[src/rtl/gray_pkg.sv]
// Shared Gray-code helpers and defaults for the Gray counter and its downstream converter.
// Both functions work on zero-extended words, so any WIDTH up to MAX_WIDTH can use them.
package gray_pkg;

  localparam int unsigned DEFAULT_WIDTH = 4;
  localparam int unsigned MAX_WIDTH     = 32;

  typedef logic [MAX_WIDTH-1:0] word_t;

  function automatic word_t bin2gray(input word_t b);
    return b ^ (b >> 1);
  endfunction

  // Prefix XOR from the MSB down; zero upper bits leave the low WIDTH bits exact.
  function automatic word_t gray2bin(input word_t g);
    word_t b;
    b[MAX_WIDTH-1] = g[MAX_WIDTH-1];
    for (int i = MAX_WIDTH - 2; i >= 0; i--) begin
      b[i] = b[i+1] ^ g[i];
    end
    return b;
  endfunction

endpackage

[src/rtl/gray_step.sv]
// Combinational next binary count: one step up or down, wrapping or saturating at the ends.
module gray_step
  import gray_pkg::*;
#(
  parameter int unsigned WIDTH = DEFAULT_WIDTH,
  parameter bit          WRAP  = 1'b1
) (
  input  logic [WIDTH-1:0] b,
  input  logic             up,
  output logic [WIDTH-1:0] b_next
);

  localparam logic [WIDTH-1:0] MAX = '1;

  // NOTE: default assigned first so every path drives b_next and no latch is inferred.
  always_comb begin
    b_next = b;
    if (up) begin
      if (b != MAX)  b_next = b + WIDTH'(1);
      else if (WRAP) b_next = '0;
    end else begin
      if (b != '0)   b_next = b - WIDTH'(1);
      else if (WRAP) b_next = MAX;
    end
  end

endmodule

[src/rtl/gray_counter.sv]
// Gray-code up/down counter with load, terminal-count flag and a valid/ready output.
// Counts in binary; the presented Gray word is registered alongside the count.
module gray_counter
  import gray_pkg::*;
#(
  parameter int unsigned WIDTH = DEFAULT_WIDTH,
  parameter bit          WRAP  = 1'b1
) (
  input  logic             clk,
  input  logic             rst,
  input  logic             en,
  input  logic             up,
  input  logic             load,
  input  logic [WIDTH-1:0] load_gray,
  input  logic             out_ready,
  output logic             out_valid,
  output logic [WIDTH-1:0] g,
  output logic             tc
);

  localparam logic [WIDTH-1:0] MAX = '1;

  logic [WIDTH-1:0] b_q;
  logic [WIDTH-1:0] g_q;
  logic             valid_q;
  logic [WIDTH-1:0] b_next;
  logic [WIDTH-1:0] b_load;
  logic             transfer;

  gray_step #(
    .WIDTH (WIDTH),
    .WRAP  (WRAP)
  ) u_step (
    .b      (b_q),
    .up     (up),
    .b_next (b_next)
  );

  assign b_load   = WIDTH'(gray2bin(MAX_WIDTH'(load_gray)));
  assign transfer = valid_q & out_ready;

  // Priority: rst > load > transfer > issue > hold. An issue never steps the count.
  // NOTE: sequential state uses non-blocking assignments so all registers update together.
  always_ff @(posedge clk) begin
    if (rst) begin
      b_q     <= '0;
      g_q     <= '0;
      valid_q <= 1'b0;
    end else if (load) begin
      b_q     <= b_load;
      g_q     <= load_gray;
      valid_q <= 1'b1;
    end else if (transfer) begin
      b_q     <= b_next;
      g_q     <= WIDTH'(bin2gray(MAX_WIDTH'(b_next)));
      valid_q <= en;
    end else if (!valid_q && en) begin
      valid_q <= 1'b1;
    end
  end

  assign out_valid = valid_q;
  assign g         = g_q;
  assign tc        = valid_q & ((up & (b_q == MAX)) | (!up & (b_q == '0)));

endmodule

[config.mk]
export PLATFORM = sky130hd
export DESIGN_NAME = gray_counter
export DESIGN_NICKNAME = d
export VERILOG_FILES = /design/src/rtl/gray_pkg.sv /design/src/rtl/gray_step.sv /design/src/rtl/gray_counter.sv
export SDC_FILE = /design/constraint.sdc
export NUM_CORES = 1
export LEC_CHECK = 0
export BUFFER_PORTS_ARGS = -buffer_cell sky130_fd_sc_hd__buf_2
export CAP_MARGIN = 40
export CORE_AREA = 2 2 39 41
export CTS_CLUSTER_SIZE = 16
export DETAILED_ROUTE_END_ITERATION = 16
export DIE_AREA = 0 0 41 43
export HOLD_SLACK_MARGIN = 0.05
export PLACE_DENSITY = 0.84
export SLEW_MARGIN = 20
export SYNTH_ARGS = -nofsm -noshare
export SYNTH_HDL_FRONTEND = slang
export SYNTH_SLANG_ARGS = --single-unit
[constraint.sdc]
create_clock -name clk -period 2 [get_ports clk]
set_input_delay 0.4 -clock clk [delete_from_list [all_inputs] [get_ports clk]]
set_output_delay 0.4 -clock clk [all_outputs]
set_load 0.01 [all_outputs]
==> summary.md <==
The tools report the origin of the worst setup path as b_q[0]$_SDFFE_PP0P_. Dividing the synthesized area by the synthesized cell count gives 7.935 µm². In the finished design, the share of the clock period the worst path needs comes to 95.47%.

Dividing the detail-routed via count by the number of cells gives 5.673. In this run the biggest area consumer among cell types represents 25.55% of the synthesized area. Class of the most critical hold timing path: input pin to flip-flop. The effective utilization at floorplan is 45.30%. The synthesized netlist contains 35 unique library cells.

Registers take 167.7 µm². TritonCTS built the clock tree. Of all nets on the critical path, the largest fanout is 3. The logs give 20.22% for the overall routing resource usage and 2 for the largest buffer count on any clock path.

The clock latency reported for the late side of the worst-skew pair is 0.25 ns, and the number of standard-cell rows in the floorplan is 14. Headroom to the max-slew limit came out at 73.15%. The run gives 1022 µm as the post-DP HPWL. At the end of routability-driven placement, the weighted congestion stood at 0.7922. The tools report the startpoint of the most critical hold path as en. The fraction of final layout cells with drive strength greater than 1 was 35.11%; the number of antenna violations at the first check in global routing was 0.

The share of the Yosys chip area taken by registers is 25.55%. In the final timing run, aggregate negative setup slack is 0 ns. Setup violations remaining at the end of the flow were counted as 0. The number of synthesized register bits works out to 8. The boundary pin count is 16, and the slew at the pin closest to its max-slew limit is 0.4004 ns. STA puts the critical path data arrival time at 1.51 ns. The number of cells on the worst reg-to-reg path came out at 6. Area enclosed by the die boundary: 0.001763 mm². By instance count, the leading cell after synthesis is sky130_fd_sc_hd__nor2_1. The proportion of register bits with asynchronous set or reset after synthesis is 0%, and the post-route minimum period is 1.909 ns. Sorting the synthesized cells by area gives the leading types as sky130_fd_sc_hd__dfxtp_1, sky130_fd_sc_hd__nor2_1, sky130_fd_sc_hd__ha_1. The post-synthesis instance total is 79, and the max capacitance violation total is 0. The number of instances on the worst hold path was 3. The first global-routing pass estimated 2428 µm of wire. From synthesis to final layout, the design area changed by 20.96%. Summed over all instances, the cell type with the most area after synthesis is sky130_fd_sc_hd__dfxtp_1. Setup repair after global routing left no endpoint under its margin.

The commonest cells after synthesis are sky130_fd_sc_hd__nor2_1, sky130_fd_sc_hd__dfxtp_1, sky130_fd_sc_hd__a21oi_1. Number of buffers inserted during clock tree synthesis: 3. The run gives 0 as the count of pins over their slew limit. The number of nets in the synthesized netlist is 92. The minimum setup slack among reg-to-reg paths is 0.16 ns.

The cell sitting at the root of the clock tree is a sky130_fd_sc_hd__clkbuf_4. The reg-to-reg critical path startpoint is b_q[0]$_SDFFE_PP0P_. The routed design has 1512 µm of wire. STA puts the critical path data required time at 1.60 ns. The final clock skew was 0.003164 ns; the number of hold-repair buffers added at the cts stage was 0. The die is 41 µm wide.

The worst setup path is launched from a flip-flop. For the placeable core area, the log shows 0.001384 mm². The synthesized netlist occupies a cell area of 626.9 µm².

The leakage dissipation came out at 0.3180 nW. The reg-to-reg endpoint is g[2]$_SDFFE_PP0P_. For the number of levels in the clock H-tree, the log shows 1. The tools report the synthesis warning total as 0.

For hold timing, the worst endpoint is out_valid$_SDFFE_PP0P_. The final layout contains 109 nets. The flow ran to the end, and the final reports show no timing, DRC or antenna violations. For the post-route cell area, the log shows 758.2 µm².

The per-cell routed wire length came out at 13.75 µm. During placement, the flow inserted port buffers numbering 15. The worst setup path is of the flip-flop to primary output kind. The detail route stage leaves a number of antenna-violating nets equal to 0. Maximum clock frequency: 523.7 MHz. The placed instances occupy a cell area of 674.4 µm².

The clock drives 8 sinks. The number of global-route vias before repair came out at 567. The type of destination of the critical path is a primary output. Entering global routing, the biggest net connects 18 pins. The die outline height came out at 43 µm.

The count of final hold-check violations is 0, and the via count of the routed design is 624. The number of enable-type register cells in the synthesized netlist came out at 0. The number of antenna diodes in the final layout is 0.

The area of the multi-input gates was 426.7 µm²; the worst hold margin was 0.3913 ns. The cell area power density is 648.3 mW/mm², and the worst vdd rail ir drop is 0.4459 mV. The run gives 0 as the post-route DRC violation count. Leading register cell type out of synthesis: sky130_fd_sc_hd__dfxtp_1. The number of fill cells is 135, and the count of TritonRoute iterations in the first routing pass is 4.

Clock-pin slew was measured on the worst setup and hold paths at 0.05 ns. In this run, the number of DRC markers left after iteration 0 of detailed routing was 16. The run gives 0 as the sum of overflow across all layers after global routing.
-- registers in the layout (all words and copies together), names as in the netlist --
name	count
out_valid	1
b_q	4
g	3
-- critical path: stages (launching register included) --
cell and delay [ns]:
sky130_fd_sc_hd__dfxtp_4 0.35, sky130_fd_sc_hd__inv_4 0.07, sky130_fd_sc_hd__ha_4 0.12, sky130_fd_sc_hd__nor2b_4 0.15, sky130_fd_sc_hd__nand2_2 0.06, sky130_fd_sc_hd__or2_2 0.28
sky130_fd_sc_hd__a21boi_2 0.11, sky130_fd_sc_hd__buf_2 0.13
-- through the flow --
step	std cells	power [W]	worst slack, ns	util [%]
floorplan	79	0.0003085	0.2354	-
global placement	104	0.0003351	0.1918	48.73
detailed placement	104	0.0003412	0.1089	48.73
CTS	109	0.0004818	0.005109	52.71
global route	110	0.0005266	0.004663	54.79
finish	110	0.0004915	0.09066	54.79
-- metal layers --
layer	GRT usage, %	up-vias	share of wire [%]
met3	3.141	5	4.6
met2	32.19	23	49
met4	10.00	0	2.2
li1	-	313	-
met5	0	-	0
met1	24.92	283	44
-- worst max-delay path by stage --
stage	to	slack (ns)	depth (start not counted)
finish	tc	0.09	7
global route	tc	0.005	7
CTS	tc	0.005	7
detailed placement	tc	0.11	7
global placement	tc	0.19	7
floorplan	tc	0.24	6
-- area by class of cell --
| class | count | area share, % |
|---|---|---|
| well taps | 16 | 2.640 |
| inverters | 5 | 3.135 |
| multi-input cells | 60 | 56.27 |
| flip-flops and latches | 8 | 22.11 |
| clock buffers | 3 | 2.970 |
| repair buffers | 18 | 12.87 |
-- power breakdown --
group	switching, W	leakage (nW)	internal (W)	total [W]
registers	0.0000173	0.0677	0.000174	0.000192
logic	0.0000933	0.236	0.0000848	0.000178
clock network	0.0000532	0.0138	0.0000685	0.000122
total	0.000164	0.318	0.000328	0.000492
-- cell families (layout without fill, tap and decap cells) --
kind of cell	count (synthesis)	count (layout)	share of synthesized area, %
AOI/OAI and AO/OA	23	23	26.15
xor gates and xnor gates	6	6	8.383
adders and majority gates	3	3	5.989
buffers and inverters	11	26	10.58
DFF	8	8	25.55
muxes	1	1	1.597
and+or+nand+nor	27	27	21.76
-- placed cells by master (no fill, tap or decap), types with 2 or more instances in the layout --
cell                        n
sky130_fd_sc_hd__buf_2     15
sky130_fd_sc_hd__nor2_1    11
sky130_fd_sc_hd__a21oi_1    7
sky130_fd_sc_hd__dfxtp_1    6
sky130_fd_sc_hd__xnor2_1    4
sky130_fd_sc_hd__inv_1      3
sky130_fd_sc_hd__a221oi_1   3
sky130_fd_sc_hd__a211oi_1   3
sky130_fd_sc_hd__clkbuf_4   3
sky130_fd_sc_hd__buf_4      3
sky130_fd_sc_hd__inv_4      2
sky130_fd_sc_hd__and2_1     2
sky130_fd_sc_hd__nand2_1    2
sky130_fd_sc_hd__nor3_1     2
sky130_fd_sc_hd__o21ai_0    2
sky130_fd_sc_hd__xor2_1     2
sky130_fd_sc_hd__a31oi_1    2
sky130_fd_sc_hd__ha_1       2
sky130_fd_sc_hd__dfxtp_4    2
-- what timing repair did --
action	4_1_cts	5_1_grt
gates resized for setup	9	5
pin swaps	0	2
setup endpoints to repair	1	1
setup buffers	2	1
Note: power is estimated with default switching activity, not from simulation.
